[src/rtl/alu_mdu_pkg.sv]
// Shared types, opcode map and op-class helpers for the execute ALU with M extension.
// Latency: n/a (declarations only).
// Backpressure: n/a.
package alu_mdu_pkg;

    typedef enum logic [2:0] {
        ST_IDLE,
        ST_MUL,
        ST_DIV,
        ST_FIX,
        ST_DONE
    } state_t;

    // Base ALU operation codes
    localparam logic [4:0] OP_ADD    = 5'd0;
    localparam logic [4:0] OP_SUB    = 5'd1;
    localparam logic [4:0] OP_SLL    = 5'd2;
    localparam logic [4:0] OP_SLT    = 5'd3;
    localparam logic [4:0] OP_SLTU   = 5'd4;
    localparam logic [4:0] OP_XOR    = 5'd5;
    localparam logic [4:0] OP_SRL    = 5'd6;
    localparam logic [4:0] OP_SRA    = 5'd7;
    localparam logic [4:0] OP_OR     = 5'd8;
    localparam logic [4:0] OP_AND    = 5'd9;
    localparam logic [4:0] OP_ADDI   = 5'd10;
    localparam logic [4:0] OP_SLTI   = 5'd11;
    localparam logic [4:0] OP_SLTIU  = 5'd12;
    localparam logic [4:0] OP_XORI   = 5'd13;
    localparam logic [4:0] OP_ORI    = 5'd14;
    localparam logic [4:0] OP_ANDI   = 5'd15;
    localparam logic [4:0] OP_SLLI   = 5'd16;
    localparam logic [4:0] OP_SRLI   = 5'd17;
    localparam logic [4:0] OP_SRAI   = 5'd18;
    localparam logic [4:0] OP_LUI    = 5'd19;
    localparam logic [4:0] OP_AUIPC  = 5'd20;

    // M-extension codes occupy encodings the base set leaves free
    localparam logic [4:0] OP_MUL    = 5'd21;
    localparam logic [4:0] OP_MULH   = 5'd22;
    localparam logic [4:0] OP_MULHSU = 5'd23;
    localparam logic [4:0] OP_MULHU  = 5'd24;
    localparam logic [4:0] OP_DIV    = 5'd25;
    localparam logic [4:0] OP_DIVU   = 5'd26;
    localparam logic [4:0] OP_REM    = 5'd27;
    localparam logic [4:0] OP_REMU   = 5'd28;

    typedef struct packed {
        logic rs1_signed;
        logic rs2_signed;
    } sgn_t;

    function automatic logic is_mul(input logic [4:0] op);
        return (op >= OP_MUL) && (op <= OP_MULHU);
    endfunction

    function automatic logic is_div(input logic [4:0] op);
        return (op >= OP_DIV) && (op <= OP_REMU);
    endfunction

    // MUL's low half is sign-agnostic, so it is simply treated as signed x signed
    function automatic sgn_t op_signedness(input logic [4:0] op);
        sgn_t s;
        s = '0;
        case (op)
            OP_MUL, OP_MULH, OP_DIV, OP_REM: s = '{rs1_signed: 1'b1, rs2_signed: 1'b1};
            OP_MULHSU:                       s = '{rs1_signed: 1'b1, rs2_signed: 1'b0};
            default:                         s = '0;
        endcase
        return s;
    endfunction

endpackage

[src/rtl/alu_mdu_divider.sv]
// Iterative restoring divider on magnitudes, one quotient bit per cycle, then a sign-fix cycle.
// Latency: XLEN iteration cycles after start, then fix_vld for one cycle with signed results.
// Backpressure: none; the caller must not assert start while an operation is in flight.
// Ports: start/dividend/divisor/signed_op load an op; last_iter marks the final iteration;
//        fix_vld marks the cycle in which quotient/remainder carry the sign-corrected results.
module alu_mdu_divider
    import alu_mdu_pkg::*;
#(
    parameter int XLEN = 32
) (
    input  logic            clk,
    input  logic            rst,
    input  logic            start,
    input  logic [XLEN-1:0] dividend,
    input  logic [XLEN-1:0] divisor,
    input  logic            signed_op,
    output logic            last_iter,
    output logic            fix_vld,
    output logic [XLEN-1:0] quotient,
    output logic [XLEN-1:0] remainder
);

    localparam int CNT_W = $clog2(XLEN);

    logic [XLEN-1:0]  quo_q;
    logic [XLEN-1:0]  rem_q;
    logic [XLEN-1:0]  dsr_q;
    logic [CNT_W-1:0] cnt_q;
    logic             run_q;
    logic             fix_q;
    logic             neg_quo_q;
    logic             neg_rem_q;

    logic             a_neg;
    logic             b_neg;
    logic [XLEN-1:0]  a_mag;
    logic [XLEN-1:0]  b_mag;
    logic [XLEN:0]    shifted;
    logic [XLEN:0]    diff;

    assign a_neg = signed_op & dividend[XLEN-1];
    assign b_neg = signed_op & divisor[XLEN-1];
    // The most-negative value negates to itself, which is its correct unsigned magnitude
    assign a_mag = a_neg ? -dividend : dividend;
    assign b_mag = b_neg ? -divisor  : divisor;

    // Partial remainder is always below the divisor, so XLEN bits hold it between steps
    assign shifted = {rem_q, quo_q[XLEN-1]};
    assign diff    = shifted - {1'b0, dsr_q};

    assign last_iter = run_q & (cnt_q == CNT_W'(XLEN - 1));
    assign fix_vld   = fix_q;
    assign quotient  = neg_quo_q ? -quo_q : quo_q;
    assign remainder = neg_rem_q ? -rem_q : rem_q;

    always_ff @(posedge clk) begin
        if (rst) begin
            quo_q     <= '0;
            rem_q     <= '0;
            dsr_q     <= '0;
            cnt_q     <= '0;
            run_q     <= 1'b0;
            fix_q     <= 1'b0;
            neg_quo_q <= 1'b0;
            neg_rem_q <= 1'b0;
        end else begin
            fix_q <= 1'b0;
            if (start) begin
                quo_q     <= a_mag;
                rem_q     <= '0;
                dsr_q     <= b_mag;
                cnt_q     <= '0;
                run_q     <= 1'b1;
                neg_quo_q <= a_neg ^ b_neg;
                neg_rem_q <= a_neg;
            end else if (run_q) begin
                if (!diff[XLEN]) begin
                    rem_q <= diff[XLEN-1:0];
                    quo_q <= {quo_q[XLEN-2:0], 1'b1};
                end else begin
                    rem_q <= shifted[XLEN-1:0];
                    quo_q <= {quo_q[XLEN-2:0], 1'b0};
                end
                cnt_q <= cnt_q + CNT_W'(1);
                if (last_iter) begin
                    run_q <= 1'b0;
                    fix_q <= 1'b1;
                end
            end
        end
    end

endmodule

[src/rtl/alu_mdu.sv]
// Execute-stage ALU with RV M extension: base ops, shift-add multiplier, restoring divider.
// Latency: base ops and divider special cases 1, MUL* XLEN+1, DIV*/REM* XLEN+2.
// Backpressure: result held in DONE until out_ready; in_ready low while busy or result unconsumed.
// Ports: in_valid/in_ready + operands/control/rd tag in; out_valid/out_ready + rd write info out;
//        flush kills in-flight work; busy flags an active multiply/divide iteration.
module alu_mdu
    import alu_mdu_pkg::*;
#(
    parameter int XLEN    = 32,
    parameter int CTRL_W  = 5,
    parameter int SHAMT_W = $clog2(XLEN)
) (
    input  logic              clk,
    input  logic              rst,
    input  logic              flush,
    input  logic              in_valid,
    output logic              in_ready,
    input  logic [XLEN-1:0]   pc,
    input  logic [XLEN-1:0]   imm,
    input  logic [XLEN-1:0]   rs1_val,
    input  logic [XLEN-1:0]   rs2_val,
    input  logic [CTRL_W-1:0] alu_control,
    input  logic [4:0]        rd_addr_in,
    output logic              out_valid,
    input  logic              out_ready,
    output logic              rd_write_control,
    output logic [XLEN-1:0]   rd_write_val,
    output logic [4:0]        rd_addr_out,
    output logic              busy
);

    state_t              state;
    logic [4:0]          op_q;
    logic [2*XLEN-1:0]   mul_acc;
    logic [XLEN-1:0]     mcand_q;
    logic                mul_neg_q;
    logic [SHAMT_W-1:0]  mul_cnt;

    // Codes wider than the package map are only legal if the extra bits are zero
    logic [4:0]          op_code;
    logic                op_ext_ok;
    logic                in_is_mul;
    logic                in_is_div;
    logic                accept;
    sgn_t                in_sgn;
    logic                rs1_neg;
    logic                rs2_neg;
    logic [XLEN-1:0]     rs1_mag;
    logic [XLEN-1:0]     rs2_mag;

    logic                div_zero;
    logic                div_ovf;
    logic                div_special;
    logic                div_start;
    logic                div_clr;
    logic [XLEN-1:0]     div_special_val;
    logic                div_last;
    logic                div_fix_vld;
    logic [XLEN-1:0]     div_quo;
    logic [XLEN-1:0]     div_rem;

    logic [XLEN:0]       mul_sum;
    logic [2*XLEN-1:0]   mul_next;
    logic [2*XLEN-1:0]   mul_final;

    logic [XLEN-1:0]     base_res;
    logic                base_ok;
    logic [SHAMT_W-1:0]  shamt_r;
    logic [SHAMT_W-1:0]  shamt_i;

    assign op_code   = 5'(alu_control);
    assign op_ext_ok = ((32'(alu_control) >> 5) == 32'd0);
    assign in_is_mul = op_ext_ok & is_mul(op_code);
    assign in_is_div = op_ext_ok & is_div(op_code);
    assign in_sgn    = op_signedness(op_code);

    assign in_ready  = (state == ST_IDLE) | ((state == ST_DONE) & out_ready);
    assign accept    = in_valid & in_ready & ~flush;
    assign out_valid = (state == ST_DONE);
    assign busy      = (state == ST_MUL) | (state == ST_DIV) | (state == ST_FIX);

    assign rs1_neg = in_sgn.rs1_signed & rs1_val[XLEN-1];
    assign rs2_neg = in_sgn.rs2_signed & rs2_val[XLEN-1];
    assign rs1_mag = rs1_neg ? -rs1_val : rs1_val;
    assign rs2_mag = rs2_neg ? -rs2_val : rs2_val;

    // Divider corner cases resolve at accept without iterating
    assign div_zero    = (rs2_val == '0);
    assign div_ovf     = in_sgn.rs1_signed & (rs1_val == {1'b1, {(XLEN-1){1'b0}}}) & (rs2_val == '1);
    assign div_special = div_zero | div_ovf;
    assign div_start   = accept & in_is_div & ~div_special;
    assign div_clr     = rst | flush;

    always_comb begin
        div_special_val = '0;
        if (div_zero) begin
            div_special_val = (op_code == OP_REM || op_code == OP_REMU) ? rs1_val : '1;
        end else begin
            div_special_val = (op_code == OP_REM || op_code == OP_REMU) ? '0 : rs1_val;
        end
    end

    // Shift-add step: high half accumulates the multiplicand, low half drains the multiplier
    assign mul_sum   = mul_acc[0] ? ({1'b0, mul_acc[2*XLEN-1:XLEN]} + {1'b0, mcand_q})
                                  : {1'b0, mul_acc[2*XLEN-1:XLEN]};
    assign mul_next  = {mul_sum, mul_acc[XLEN-1:1]};
    assign mul_final = mul_neg_q ? -mul_next : mul_next;

    always_comb begin
        base_res = '0;
        base_ok  = 1'b1;
        shamt_r  = rs2_val[SHAMT_W-1:0];
        shamt_i  = imm[SHAMT_W-1:0];
        if (!op_ext_ok) begin
            base_ok = 1'b0;
        end else begin
            case (op_code)
                OP_ADD:   base_res = rs1_val + rs2_val;
                OP_SUB:   base_res = rs1_val - rs2_val;
                OP_SLL:   base_res = rs1_val << shamt_r;
                OP_SLT:   base_res = {{(XLEN-1){1'b0}}, $signed(rs1_val) < $signed(rs2_val)};
                OP_SLTU:  base_res = {{(XLEN-1){1'b0}}, rs1_val < rs2_val};
                OP_XOR:   base_res = rs1_val ^ rs2_val;
                OP_SRL:   base_res = rs1_val >> shamt_r;
                OP_SRA:   base_res = $signed(rs1_val) >>> shamt_r;
                OP_OR:    base_res = rs1_val | rs2_val;
                OP_AND:   base_res = rs1_val & rs2_val;
                OP_ADDI:  base_res = rs1_val + imm;
                OP_SLTI:  base_res = {{(XLEN-1){1'b0}}, $signed(rs1_val) < $signed(imm)};
                OP_SLTIU: base_res = {{(XLEN-1){1'b0}}, rs1_val < imm};
                OP_XORI:  base_res = rs1_val ^ imm;
                OP_ORI:   base_res = rs1_val | imm;
                OP_ANDI:  base_res = rs1_val & imm;
                OP_SLLI:  base_res = rs1_val << shamt_i;
                OP_SRLI:  base_res = rs1_val >> shamt_i;
                OP_SRAI:  base_res = $signed(rs1_val) >>> shamt_i;
                OP_LUI:   base_res = imm;
                OP_AUIPC: base_res = pc + imm;
                default:  base_ok  = 1'b0;
            endcase
        end
    end

    alu_mdu_divider #(.XLEN(XLEN)) u_div (
        .clk       (clk),
        .rst       (div_clr),
        .start     (div_start),
        .dividend  (rs1_val),
        .divisor   (rs2_val),
        .signed_op (in_sgn.rs1_signed),
        .last_iter (div_last),
        .fix_vld   (div_fix_vld),
        .quotient  (div_quo),
        .remainder (div_rem)
    );

    always_ff @(posedge clk) begin
        if (rst || flush) begin
            state            <= ST_IDLE;
            op_q             <= '0;
            rd_write_control <= 1'b0;
            rd_write_val     <= '0;
            rd_addr_out      <= '0;
            mul_acc          <= '0;
            mcand_q          <= '0;
            mul_neg_q        <= 1'b0;
            mul_cnt          <= '0;
        end else begin
            case (state)
                ST_IDLE, ST_DONE: begin
                    if (accept) begin
                        op_q        <= op_code;
                        rd_addr_out <= rd_addr_in;
                        if (in_is_mul) begin
                            state     <= ST_MUL;
                            mul_acc   <= {{XLEN{1'b0}}, rs2_mag};
                            mcand_q   <= rs1_mag;
                            mul_neg_q <= rs1_neg ^ rs2_neg;
                            mul_cnt   <= '0;
                        end else if (in_is_div && div_special) begin
                            state            <= ST_DONE;
                            rd_write_control <= 1'b1;
                            rd_write_val     <= div_special_val;
                        end else if (in_is_div) begin
                            state <= ST_DIV;
                        end else begin
                            state            <= ST_DONE;
                            rd_write_control <= base_ok;
                            rd_write_val     <= base_res;
                        end
                    end else if (state == ST_DONE && out_ready) begin
                        state <= ST_IDLE;
                    end
                end
                ST_MUL: begin
                    mul_cnt <= mul_cnt + SHAMT_W'(1);
                    if (mul_cnt == SHAMT_W'(XLEN - 1)) begin
                        // Final step also folds in the sign correction
                        mul_acc          <= mul_final;
                        state            <= ST_DONE;
                        rd_write_control <= 1'b1;
                        rd_write_val     <= (op_q == OP_MUL) ? mul_final[XLEN-1:0]
                                                             : mul_final[2*XLEN-1:XLEN];
                    end else begin
                        mul_acc <= mul_next;
                    end
                end
                ST_DIV: begin
                    if (div_last) begin
                        state <= ST_FIX;
                    end
                end
                ST_FIX: begin
                    if (div_fix_vld) begin
                        state            <= ST_DONE;
                        rd_write_control <= 1'b1;
                        rd_write_val     <= (op_q == OP_REM || op_q == OP_REMU) ? div_rem : div_quo;
                    end
                end
                default: state <= ST_IDLE;
            endcase
        end
    end

endmodule

[config.mk]
export PLATFORM = sky130hd
export DESIGN_NAME = alu_mdu
export DESIGN_NICKNAME = d
export VERILOG_FILES = /design/src/rtl/alu_mdu_pkg.sv /design/src/rtl/alu_mdu_divider.sv /design/src/rtl/alu_mdu.sv
export SDC_FILE = /design/constraint.sdc
export NUM_CORES = 2
export LEC_CHECK = 0
export ABC_AREA = 1
export CORE_AREA = 3 3 284 286
export DETAILED_ROUTE_END_ITERATION = 6
export DIE_AREA = 0 0 287 289
export SYNTH_ARGS = -nofsm -noshare
export SYNTH_HDL_FRONTEND = slang
export SYNTH_SLANG_ARGS = --single-unit
[constraint.sdc]
create_clock -name clk -period 6.85 [get_ports clk]
set_clock_uncertainty 0.2 [all_clocks]
set_input_delay 1.37 -clock clk [delete_from_list [all_inputs] [get_ports clk]]
set_output_delay 1.37 -clock clk [all_outputs]
set_load 0.02 [all_outputs]
======== Yosys cells after proc, flatten, opt, wreduce, memory -nomap -nowiden ========
Cells that the tools add are included.
cells by class
  $add $sub $neg .......................... 13
  multipliers ............................. 0
  divide/modulo/power cells ............... 0
  order comparisons ....................... 8
  equality and inequality tests ........... 45
  shifts and indexed selects .............. 6
  muxes and demuxes ....................... 53
  bitwise logic cells ..................... 27
  reductions and logical operators ........ 23
operator list
  operator                                       number
  one-hot mux 32 bit (21 select lines)           1
  2-to-1 mux 32 bit                              19
  2-to-1 mux 64 bit                              4
  < comparator 32 bit                            4
  negation 32 bit                                4
  one-hot mux 64 bit (2 select lines)            1
  adder 32 bit                                   3
  one-hot mux 32 bit (3 select lines)            1
  == test 5 bit, second input constant           16
  bitwise AND 32 bit                             2
  == test 32 bit, second input constant          2
  negation 64 bit                                1
  OR 32 bit                                      2
  left shift 32 x 5 -> 32 bit                    2
  right shift 32 x 5 -> 32 bit                   2
  >>> shifter 32 x 5 -> 32 bit                   2
  XOR 32 bit                                     2
  == test 5 x 4 -> 1 bit, second input constant  8
  adder 32 x 32 -> 33 bit                        1
  2-to-1 mux 33 bit                              1
  subtractor 33 x 32 -> 33 bit                   1
  zero test 32 bit                               1
  subtractor 32 bit                              1
  2-to-1 mux 3 bit                               8
  other kinds (36)                               86
word-level totals
  register bits ........................... 253
  bits in latches ......................... 0
  RAM bits ................................ 0
  bits in read-only memories .............. 0
  input port bits ......................... 143
  output and inout port bits .............. 41
  logic and storage cells ................. 192
  memories kept ........................... 0

======== Logic depth before layout (Yosys ltp) ========
  depth after elaboration ................. 11
  gate-level depth with buffers ........... 27

======== By module ========
From an unflattened synthesis, not the netlist that was laid out.
second synthesis, totals
  cell total of the unflattened synthesis .. 7,317
  area, all modules ....................... 39,542.9 µm²
by module, submodules not included
  module           times used  cells each  area each (µm²)
  alu_mdu          1           5,519       29,310.6
  alu_mdu_divider  1           1,798       10,232.3

======== Worst setup path before layout ========
No wires, ideal clock.
  path type ............................... input-to-reg
  start ................................... input alu_control[2]
  end ..................................... register rd_write_val[16]
  data arrival time ....................... 4,296 ps
  setup slack ............................. 2,230 ps
  stages on the path ...................... 25
  path buffers ............................ 1
  cell sequence ........................... inv_2 > nor2_2 > nand2_1 > nor2_2 > clkbuf_1 > nand2_1 > o21ai_0 > ha_1 > inv_1 > fa_1 > inv_1 > nand3_1 > nand2_1 > a21oi_1 > inv_1 > a21oi_1 > o21ai_0 > nand2_1 > nand2_1 > xnor2_1 > nor2_1 > nor2_1 > nand4_1 > nand2_1 > a31oi_1
on the way
  word-level cells in the longest chain between the ends .. 11
RTL lines
  what                                     RTL line                                         text
  start: declaration                       alu_mdu.sv:22                                    input logic [CTRL_W-1:0] alu_control,
  == test 5 bit, on equally long branches  alu_mdu_pkg.sv:64, alu_mdu.sv:97, alu_mdu.sv:99
  OR reduction 4 bit                       alu_mdu_pkg.sv:64                                case (op)
  one-hot mux 2 bit (2 select lines)       alu_mdu_pkg.sv:64
  bitwise AND 1 bit (2 in series)          alu_mdu.sv:89                                    assign div_ovf = in_sgn.rs1_signed & (rs1_val == {1'b1, {(XLEN-1){1'b0}}}) & (rs2_val == '1);
  OR 1 bit                                 alu_mdu.sv:90                                    assign div_special = div_zero | div_ovf;
  logical AND 1 bit                        alu_mdu.sv:180                                   end else if (in_is_div && div_special) begin
  2-to-1 mux 32 bit                        alu_mdu.sv:180
  2-to-1 mux 32 bit                        alu_mdu.sv:174                                   if (in_is_mul) begin
  2-to-1 mux 32 bit                        alu_mdu.sv:171                                   if (accept) begin
  one-hot mux 32 bit (3 select lines)      alu_mdu.sv:169                                   case (state)
  end signal: assignment                   alu_mdu.sv:183                                   rd_write_val <= div_special_val;
  end signal: assignment                   alu_mdu.sv:189                                   rd_write_val <= base_res;
  end signal: assignment                   alu_mdu.sv:202                                   rd_write_val <= (op_q == OP_MUL) ? mul_final[XLEN-1:0]
  end: declaration                         alu_mdu.sv:27                                    output logic [XLEN-1:0] rd_write_val,
Several ways; a longest one is shown, not always the timed one. The select of a mux whose other input is x is not followed.
A chain may end at the register's enable or synchronous reset.

======== Worst setup path after layout ========
  start ................................... input alu_control[2]
  end ..................................... register rd_write_val[28]
Same word-level chain as after synthesis.

==> out/results.tsv <==
stage	metric	value	unit
sta	worst hold slack	0.2601	ns
route	drt wl/cell	27.34	um
cells_and_area	non-filler cells, final	7709	
critical_path	reg-to-reg critical path startpoint	state[2]$_SDFFE_PP0P_	
yosys	share of synthesized registers carrying an async set or reset	0	%
cts	CTS resizes	0	
yosys	Yosys cell types	75	
sta	Tcrit/Tclk final	82.75	%
route	ANT nets after route	0	
cells_and_area	layout cells sized above 1	6.005	%
cells_and_area	fill count	8441	
cts	setup bufs post-CTS	0	
sta	fmax	176.4	MHz
critical_path	register-to-register setup slack	1.89	ns
pwr	Static Leak	0.01890	uW
yosys	Mean Syn Cell Area	5.589	um2
cells_and_area	Synth-to-Final Area Change	11.76	%
place	DP HPWL	168800	um
route	wire length on met1	77260	um
place	PortBufs	183	
sta	post-route setup TNS	0	ns
pwr	VDD IR max	0.1756	mV
yosys	post-synthesis cell area	36610	um2
critical_path	r2r endpoint	rd_write_val[16]$_SDFFE_PP0P_	
yosys	YS warnings	0	
route	Residual DRC	9	
sta	RSZ-0062 raised after global routing	false	
global_route	initial antenna violation count	19	
yosys	FF+latch count, synth	253	
cts	TritonCTS Sinks	253	
critical_path	CP Data Required Time	7.14	ns
critical_path	Setup CP Type	input pin to flip-flop	
cells_and_area	multi-input logic area	27390	um2
cts	H-tree depth	1	
worst_hold_path	worst min-delay path category	flip-flop to flip-flop	
cells_and_area	Nets	6971	
sta	Setup violations, final	0	
global_route	vias in the first global route	43260	
global_route	first-pass GRT wire length	297600	um
yosys	synth top area cells	nand2_1 17%, dfxtp_1 14%, o21ai_0 8.6%, inv_1 7.0%, ha_1 6.8%	
yosys	Synth Instances	6550	
yosys	ys flop type	dfxtp_1	
cts	Root Buffer	clkbuf_16	
critical_path	WP data arrival	5.95	ns
yosys	top cell type's share of synthesized area	17.39	%
die	std cell rows	103	
run	max-cap viol count	0	
place	dpl cells	7644	
cts	CTS max path bufs	3	
cts	CTS tree	yes	
sta	Final Max Slew Viols	0	
yosys	post-synth top area cell	nand2_1	
yosys	list of most frequent post-synthesis cells	1696 x nand2_1, 687 x inv_1, 628 x o21ai_0	
yosys	top-count cell post-synth	nand2_1	
worst_hold_path	Cells on Worst Hold Path	2	
worst_hold_path	Worst Min Path Start	rd_addr_out[2]$_SDFFE_PP0P_	
cts	Clk Latency, worst-skew pair	0.59	ns
sta	Tmin final	5.669	ns
route	Top Layer Used	met5	
place	Routability Congestion	1.154	
cts	CTS buffer count	28	
global_route	GRT overflow	0	
run_status	failing checks	DRC	
yosys	post-synthesis sequential area ratio	13.84	%
critical_path	startpoint types	input pin	
route	met2 routed wirelength	83200	um
route	vias	48670	
global_route	gr usage total	48.68	%
critical_path	CP max FO	34	
die	Initial Utilization	46.57	%
cts	Hold-fix buffers, CTS	0	
route	vias per inst	6.313	
run_status	status	complete, but fails checks	
route	Initial DRC Count	7124	
sta	Worst slew margin	16.88	%
worst_hold_path	Worst Hold Path EP	rd_addr_out[2]$_SDFFE_PP0P_	
die	die area	82940	um2
yosys	Synthesized Nets	6897	
critical_path	Worst Setup End Kind	flip-flop	
route	wire length on met3	28580	um
die	CORE AREA	78610	um2
sta	worst-margin pin slew	1.234	ns
pwr	P per Cell Area	134.2	nW/um2
critical_path	reg2reg path depth	15	
route	drt pass-1 iters	7	
yosys	Post-synth EDFFs	0	
cells_and_area	post-layout util	52.04	%
cells_and_area	sequential cell area	5065	um2
global_route	pin count of the biggest net entering global routing	79	
route	final wirelength	210800	um
cts	CTS clock-pin slew for the worst setup and hold paths	0.06	ns
sta	Fin. Hold Viols	0	
die	Die W	287	um
die	I/O pin cnt	184	
die	die span in y	289	um
[logic make-up (layout without fill, tap and decap cells)]
| family | count (synthesis) | in the layout | share of synthesized area [%] |
|---|---|---|---|
| flip-flops | 253 | 253 | 13.84 |
| other | 0 | 14 | 0 |
| AND/OR/NAND/NOR | 3121 | 3121 | 36.10 |
| buffers and inverters | 1071 | 1166 | 11.55 |
| XOR/XNOR | 173 | 173 | 4.139 |
| multiplexers | 4 | 4 | 0.1094 |
| adder cells (fa/ha/maj) | 236 | 236 | 7.950 |
| AO/OA/AOI/OAI | 1692 | 1692 | 26.32 |
[worst max-delay path, cell delays in order]
cell,delay [ns]
clkdlybuf4s50_1,0.60
inv_2,0.11
nor2_2,0.23
nand2_1,0.16
nor2_4,0.13
buf_4,0.33
inv_1,0.14
o21ai_0,0.27
inv_1,0.09
fa_1,0.42
inv_1,0.10
nand3_1,0.07
nand2_1,0.15
a21oi_1,0.08
inv_1,0.09
a21oi_1,0.10
o21ai_0,0.50
nand4_1,0.25
nand2_1,0.13
nand2_1,0.05
nand3_1,0.11
nand4_1,0.12
nand2_1,0.13
nand3_1,0.10
nand2_1,0.08
inv_1,0.04
[cell type report]
cell class | count | area share, %
Clock buffer | 33 | 1.832
Inverter | 748 | 6.872
Antenna cell | 14 | 0.08563
Tap cell | 1050 | 3.211
Multi-Input combinational cell | 5226 | 66.95
Clock inverter | 18 | 0.6942
Sequential cell | 253 | 12.38
Timing Repair Buffer | 367 | 7.976
[how the worst max path moves through the flow]
stage               cells past startpoint  slack (ns)      startpoint                             to
finish                                 26        1.18  alu_control[2]  rd_write_val[28]$_SDFFE_PP0P_
global route                           25        0.82  alu_control[2]  rd_write_val[16]$_SDFFE_PP0P_
CTS                                    25        1.40  alu_control[2]  rd_write_val[16]$_SDFFE_PP0P_
detailed placement                     25        0.80  alu_control[2]  rd_write_val[16]$_SDFFE_PP0P_
global placement                       27        0.86  alu_control[2]  rd_write_val[28]$_SDFFE_PP0P_
floorplan                              25        2.23  alu_control[2]  rd_write_val[16]$_SDFFE_PP0P_
[stage by stage]
step                      total power (uW)  worst slack, ns  instance area [um2]
after floorplan                       2768            2.230                36610
after global placement                3654           0.8598                39840
after detailed placement              3649           0.8044                39840
after CTS                             5364            1.400                40880
after global routing                  5658           0.8179                40880
final                                 5490            1.181                40910
[layout by cell type (no fill, tap or decap), types with 30 or more instances in the layout]
master	count
nand2_1	1694
inv_1	687
o21ai_0	628
nor2_1	622
a21oi_1	470
nand3_1	434
dfxtp_1	253
ha_1	199
clkdlybuf4s50_1	183
buf_4	180
o21ai_1	152
xor2_1	151
nor3_1	120
o211ai_1	104
nand4_1	87
a31oi_1	65
o22ai_1	51
o21a_1	34
maj3_1	32
or2_2	32
inv_2	30
[per-layer routing]
layer / GRT usage, % / vias to the layer above
met4: 40.11 / 10
met2: 69.91 / 3501
li1: - / 22100
met5: 0 / -
met3: 16.06 / 947
met1: 58.85 / 22110
[state kept, by name (all words and copies together), names as in the netlist, 3 cells and up]
name,cells
rd_write_val,32
u_div.cnt_q,5
mul_cnt,5
state,3
u_div.rem_q,32
op_q,5
mul_acc,64
u_div.dsr_q,32
u_div.quo_q,32
rd_addr_out,5
mcand_q,32
[report_power, final]
group	switching [uW]	leakage [uW]	total, uW	internal, uW
registers	28.1	0.00204	1520	1490
logic	1610	0.0164	2240	632
clock network	686	0.000503	1730	1040
Note: power is estimated with default switching activity, not from simulation.
